<file path="src/rtl/fsm_serial_tx.sv">
// -----------------------------------------------------------------------------
// fsm_serial_tx
//   Byte-wide to serial-line transmitter with a one-entry holding buffer.
//   Each frame: start bit (0), d0..d7 LSB first, optional odd parity bit,
//   stop bit (1), one bit per clk cycle. A byte offered while a frame is in
//   flight is held in the buffer and sent back-to-back with no idle gap.
//
// Parameters
//   PARITY   0 = no parity bit, 1 = odd parity bit after d7
//
// Ports
//   clk      in   single clock, rising edge
//   reset    in   asynchronous, active-high reset
//   valid    in   producer offers in_byte
//   in_byte  in   byte to send, captured on valid & ready
//   ready    out  holding buffer free (registered)
//   out      out  serial line, registered, idles at 1
//   busy     out  FSM is not idle
//   done     out  high for the stop-bit cycle of every frame
// -----------------------------------------------------------------------------
module fsm_serial_tx #(
    parameter int unsigned PARITY = 0
) (
    input  logic       clk,
    input  logic       reset,
    input  logic       valid,
    input  logic [7:0] in_byte,
    output logic       ready,
    output logic       out,
    output logic       busy,
    output logic       done
);

    localparam bit HasParity = (PARITY != 0);

    typedef enum logic [2:0] {
        StIdle,
        StStart,
        StData,
        StPar,
        StStop
    } state_e;

    state_e     r_state, w_state_d;
    logic [7:0] r_buf,   w_buf_d;
    logic       r_full,  w_full_d;
    logic       r_ready, w_ready_d;
    logic [7:0] r_shift, w_shift_d;
    logic [2:0] r_cnt,   w_cnt_d;
    logic       r_par,   w_par_d;
    logic       r_out,   w_out_d;
    logic       w_accept;
    logic       w_load;

    assign w_accept = valid & r_ready;

    // Frame sequencing. r_out is registered, so every branch sets the line
    // level for the state being entered.
    always_comb begin
        w_state_d = r_state;
        w_shift_d = r_shift;
        w_cnt_d   = r_cnt;
        w_par_d   = r_par;
        w_out_d   = r_out;
        w_load    = 1'b0;

        unique case (r_state)
            StIdle: begin
                w_out_d = 1'b1;
                if (r_full) begin
                    w_state_d = StStart;
                    w_load    = 1'b1;
                    w_out_d   = 1'b0;
                end
            end
            StStart: begin
                w_state_d = StData;
                w_out_d   = r_shift[0];
                w_shift_d = r_shift >> 1;
                w_cnt_d   = 3'd0;
            end
            StData: begin
                if (r_cnt == 3'd7) begin
                    if (HasParity) begin
                        w_state_d = StPar;
                        w_out_d   = r_par;
                    end else begin
                        w_state_d = StStop;
                        w_out_d   = 1'b1;
                    end
                end else begin
                    w_out_d   = r_shift[0];
                    w_shift_d = r_shift >> 1;
                    w_cnt_d   = r_cnt + 3'd1;
                end
            end
            StPar: begin
                w_state_d = StStop;
                w_out_d   = 1'b1;
            end
            StStop: begin
                // A buffered byte starts immediately: no idle cycle between frames.
                if (r_full) begin
                    w_state_d = StStart;
                    w_load    = 1'b1;
                    w_out_d   = 1'b0;
                end else begin
                    w_state_d = StIdle;
                    w_out_d   = 1'b1;
                end
            end
            default: begin
                w_state_d = StIdle;
                w_out_d   = 1'b1;
            end
        endcase

        if (w_load) begin
            w_shift_d = r_buf;
            // Odd parity: set when the data byte has an even number of ones.
            w_par_d   = ~^r_buf;
        end
    end

    // Holding buffer. ready drops on the accept edge and only rises one edge
    // after the buffer has been unloaded, so accept and unload never overlap.
    always_comb begin
        w_buf_d  = r_buf;
        w_full_d = r_full;
        if (w_load) begin
            w_full_d = 1'b0;
        end
        if (w_accept) begin
            w_full_d = 1'b1;
            w_buf_d  = in_byte;
        end
        w_ready_d = ~r_full & ~w_accept;
    end

    always_ff @(posedge clk or posedge reset) begin
        if (reset) begin
            r_state <= StIdle;
            r_buf   <= 8'd0;
            r_full  <= 1'b0;
            r_ready <= 1'b1;
            r_shift <= 8'd0;
            r_cnt   <= 3'd0;
            r_par   <= 1'b0;
            r_out   <= 1'b1;
        end else begin
            r_state <= w_state_d;
            r_buf   <= w_buf_d;
            r_full  <= w_full_d;
            r_ready <= w_ready_d;
            r_shift <= w_shift_d;
            r_cnt   <= w_cnt_d;
            r_par   <= w_par_d;
            r_out   <= w_out_d;
        end
    end

    assign ready = r_ready;
    assign out   = r_out;
    assign busy  = (r_state != StIdle);
    assign done  = (r_state == StStop);

endmodule

</file>
<file path="config.mk">
export PLATFORM = sky130hd
export DESIGN_NAME = fsm_serial_tx
export DESIGN_NICKNAME = d
export VERILOG_FILES = /design/src/rtl/fsm_serial_tx.sv
export SDC_FILE = /design/constraint.sdc
export NUM_CORES = 1
export LEC_CHECK = 0
export BUFFER_PORTS_ARGS = -buffer_cell sky130_fd_sc_hd__buf_2
export CORE_MARGIN = 5
export CORE_UTILIZATION = 25
export CTS_CLUSTER_SIZE = 25
export DETAILED_ROUTE_END_ITERATION = 12
export PLACE_DENSITY = 0.47
export SYNTH_ARGS = -nofsm -noshare
export SYNTH_HDL_FRONTEND = slang
export SYNTH_SLANG_ARGS = --single-unit
</file>
<file path="constraint.sdc">
create_clock -name clk -period 2.21 [get_ports clk]
set_input_delay 0.442 -clock clk [delete_from_list [all_inputs] [get_ports clk]]
set_output_delay 0.442 -clock clk [all_outputs]
set_load 0.005 [all_outputs]
</file>
== Yosys cells after proc, flatten, opt, wreduce, memory -nomap -nowiden ==
Cells that the tools add are included.
Storage, ports and cells
  register bits: 25
  word-level logic and storage cells: 46
Operators by class
  add/sub/neg operators: 1
  equality and inequality tests: 9
  multiplexer cells: 16
  bitwise gates (word level): 4
  reduce and logical (&&, ||, !) cells: 9
Operators by type and width (count)
  8-bit two-way mux: 2
  8-bit case mux with 2 select lines: 1
  3-bit case mux with 5 select lines: 1
  3-bit two-way mux: 3
  1-bit two-way mux: 7
  3-bit by 2-bit == test with 1-bit output (second input constant): 2
  3-bit == test (second input constant): 2
  2-bit != test (second input constant): 3
  3-bit case mux with 2 select lines: 1
  2-bit AND reduction: 3
  3-bit nonzero test: 2
  2-bit nonzero test: 2
  3-bit by 1-bit adder with 3-bit output (second input constant): 1
  3-bit by 1-bit == test with 1-bit output (second input constant): 1
  3-bit zero test: 1
  3-bit != test (second input constant): 1
  1-bit case mux with 3 select lines: 1
  1-bit bitwise AND: 2
  1-bit NOT: 2
  2-bit OR reduction: 1

== Longest topological paths before layout ==
  word-level depth: 5
  depth in mapped cells: 6
  depth with buffers taken out: 5

== Least setup slack after synthesis ==
OpenSTA, ideal clock, no wires.
  kind: register to register
  start point: reg r_cnt[0]
  end point: reg r_shift[2]
  library setup time: 0.125 ns
  data arrival time: 1.724 ns
  slack: 0.362 ns
  cell stages (with the launch flop): 6
  cell sequence: dfrtp_1 ha_1 ha_1 or2_2 o221ai_4 mux2_2
Between the ends
  cells in the longest elaborated chain, start to end: 3
RTL lines
  start: declaration: RTL line 49  | logic [2:0] r_cnt, w_cnt_d;
  start signal: assignment: RTL line 156  | r_cnt <= w_cnt_d;
  3-bit == test: RTL line 83  | if (r_cnt == 3'd7) begin
  3-bit != test (no source line)
  2-bit AND reduction (no source line)
  end signal: assignment: RTL line 155  | r_shift <= w_shift_d;
  end: declaration: RTL line 48  | logic [7:0] r_shift, w_shift_d;
No other way between the ends.
A chain may end at the register's enable or synchronous reset.

== Worst setup path after layout ==
Same ends and word-level chain as after synthesis.

==> results.tsv <==
stage	metric	value	unit
setup_path	crit-path max cell delay	420	ps
setup_path	WP buf/inv	0	
grt	number of global-route vias before repair	787	
cts	setup bufs post-CTS	0	
synthesis	Synth Area per Inst	13.8	um^2
setup_path	CP max FO	8	
timing	count of final hold-check violations	0	
cts	post-cts resize count	0	
grt	global-route wire length before repair	3690	um
timing	fin. max-slew vios	0	
synthesis	top post-synthesis cells by area	dfrtp_1, mux2_2, mux2_4, dfstp_2, o221ai_4	
setup_path	Top cell by count, worst path	ha_1	
routing	Initial DRT Pass Iterations	4	
timing	Final WS setup	221	ps
place	Routability Congestion	0.612	
power_and_ir_drop	Pleak	0.616	nW
synthesis	area leader, netlist	dfrtp_1	
floorplanning	Rows	24	
cts	H-tree Lvls	1	
power_and_ir_drop	Max VDD drop	0.406	mV
cts	CTS Hold Buffers Added	0	
outcome	outcome	finished, final reports clean	
routing	met3 wire len	105	um
cts	number of CTS-inserted buffers	3	
power_and_ir_drop	combinational power share	44.1	%
power_and_ir_drop	Psw	0.000635	W
setup_path	crit path capture type	register	
synthesis	synthesized cell area	1160	um^2
grt	initial antenna violation count	0	
timing	final period utilization	90.0	%
floorplanning	io pins	15	
routing	ANT nets after route	0	
finish	area growth from synthesis to layout	13.9	%
synthesis	post-synthesis cell type count	28	
cts	CTS tree	built	
timing	final clock skew	4.67	ps
synthesis	EDFF count, synth	0	
cts	clk_lat worst skew	270	ps
timing	min Tclk post-route	1990	ps
synthesis	Ys Warns	0	
setup_path	CP Launch Type	register	
floorplanning	Initial Util	26.1	%
cts	Worst-path clk slew	90	ps
finish	commonest cells after routing, fill and taps aside	dfrtp_1, mux2_2, buf_2	
timing	Setup TNS	0	ps
grt	largest net degree at the start of global routing	26	
synthesis	Syn Inst Count	84	
setup_path	worst path required time	2360	ps
routing	WL/cell	13.0	um
timing	Worst Max-Slew Pin Slew	417	ps
setup_path	critical path's slowest cell	dfrtp_1	
synthesis	Post-synth top flop	dfrtp_1	
routing	drt drc	0	
place	# port buffers	14	
synthesis	syn nets	97	
setup_path	crit path kind	reg -> reg	
place	DP Worst Slack	238	ps
setup_path	CP delay by family, top	flip-flops	
routing	Via density	4.47	
power_and_ir_drop	power share of the sequential group	42.4	%
setup_path	crit path DAT	2140	ps
routing	detailed router's first-iteration violation count	14	
power_and_ir_drop	pwr dens	1500	nW/um^2
routing	top sig layer	met4	
timing	final setup fails	0	
synthesis	Async SR Flop Fraction	100	%
floorplanning	Chip Width	78.2	um
flow_run	Max-Cap Viols	0	
timing	worst rel slew slack	72.1	%
cts	CTS Buffer Depth	2	
power_and_ir_drop	Int Power	0.00135	W
min_path	worst hold path class	in -> async	
floorplanning	area of the die	6110	um^2
synthesis	post-synthesis register bit count	25	
timing	fmax	503	MHz
routing	routed wire length	1980	um
grt	GRT Residual Overflow	0	
setup_path	crit-path cells	ha_1 > ha_1 > or2_2 > o221ai_4 > mux2_2	
finish	layout cell share with drive strength beyond 1	47.0	%
floorplanning	total core area	4440	um^2
cts	Clock Tree Root	clkbuf_8	
place	dpl hpwl	1430	um
synthesis	sequential area share after synthesis	54.1	%
cts	CTS sink count	25	
finish	commonest non-fill, non-tap cell in the layout	dfrtp_1	
finish	ANT cells	0	
finish	final net count	114	
timing	unrepaired setup endpoints after global routing	no	
floorplanning	Die Span Y	78.2	um
routing	Metal-1 WL	902	um
power_and_ir_drop	Clock Power Share	13.5	%
routing	routed wl met2	957	um
grt	gr usage total	7.50	%
power_and_ir_drop	sw frac	32.1	%
synthesis	top-area cell type share of the netlist area	49.6	%
routing	via count	680	
==> kinds of logic (layout without fill, tap and decap cells) <==
kind of cell             Yosys count  count (layout)  synth area share [%]
adder cells (fa/ha/maj)            2               2                  2.15
flip-flops                        25              25                  54.1
AND/OR/NAND/NOR                   14              14                  6.68
multiplexers                      23              23                  23.5
buffers and inverters              8              24                  4.20
AO/OA/AOI/OAI                     12              12                  9.38
==> worst reg2reg max path, cell delays in order (launching register included) <==
cell      delay (ps)
dfrtp_1          420
ha_1             210
ha_1             210
or2_2            320
o221ai_4         340
mux2_2           380
==> per-stage QoR <==
stage	std cells	utilization, %	area [um^2]	power (W)	hold WS [ps]
floorplan	84	-	1160	0.00158	373
global placement	148	28.7	1280	0.00171	418
detailed placement	148	28.7	1280	0.00174	422
CTS	152	29.8	1320	0.00202	210
global route	152	29.8	1320	0.00216	235
finish	152	29.8	1320	0.00198	207
==> layer usage <==
layer,vias up,GRT usage (%)
li1,333,-
met1,333,9.43
met2,12,12.2
met3,2,2.97
met4,0,1.57
met5,-,0
==> power by group through the flow <==
stage	sequential [W]	combinational, W	clock, W
after floorplan	0.000782	0.000801	0
after global placement	0.000844	0.000868	0
after detailed placement	0.000853	0.000887	0
after CTS	0.000845	0.000893	0.000284
after global routing	0.000875	0.000981	0.000301
final	0.000839	0.000874	0.000268
==> registers in the layout (all words and copies together) (netlist names) <==
| register | count |
|---|---|
| r_buf | 8 |
| r_shift | 8 |
| r_cnt | 3 |
| r_state | 3 |
| out | 1 |
| r_full | 1 |
| ready | 1 |
==> worst paths after layout <==
kind | start | to | slack [ps] | depth (start not counted)
setup / recovery | r_cnt[0] | r_shift[2] | 220 | 5
hold / removal | reset | r_buf[3] | 210 | 3
setup reg to reg | r_cnt[0] | r_shift[2] | 220 | 5
hold reg to reg | r_full | ready | 420 | 1
max in group asynchronous | reset | out | 1710 | 3
min in group clk | valid | ready | 320 | 2
==> Yosys cell counts (all sizes together) (2+ instances only) <==
library cell	n
ha	2
nand2	3
buf	3
mux2	22
o2bb2ai	3
a22oi	2
dfstp	2
nor2	4
dfrtp	23
inv	4
o21ai	2
==> final cells by class <==
| class | instances | area (um^2) |
|---|---|---|
| Sequential cell | 25 | 628 |
| Multi-Input combinational cell | 51 | 484 |
| Timing Repair Buffer | 16 | 85.1 |
| Tap cell | 52 | 65.1 |
| Fill cell | 473 | 3120 |
| Clock buffer | 4 | 45.0 |
| Inverter | 4 | 15.0 |
No activity file was read; power rests on OpenSTA's default activity.
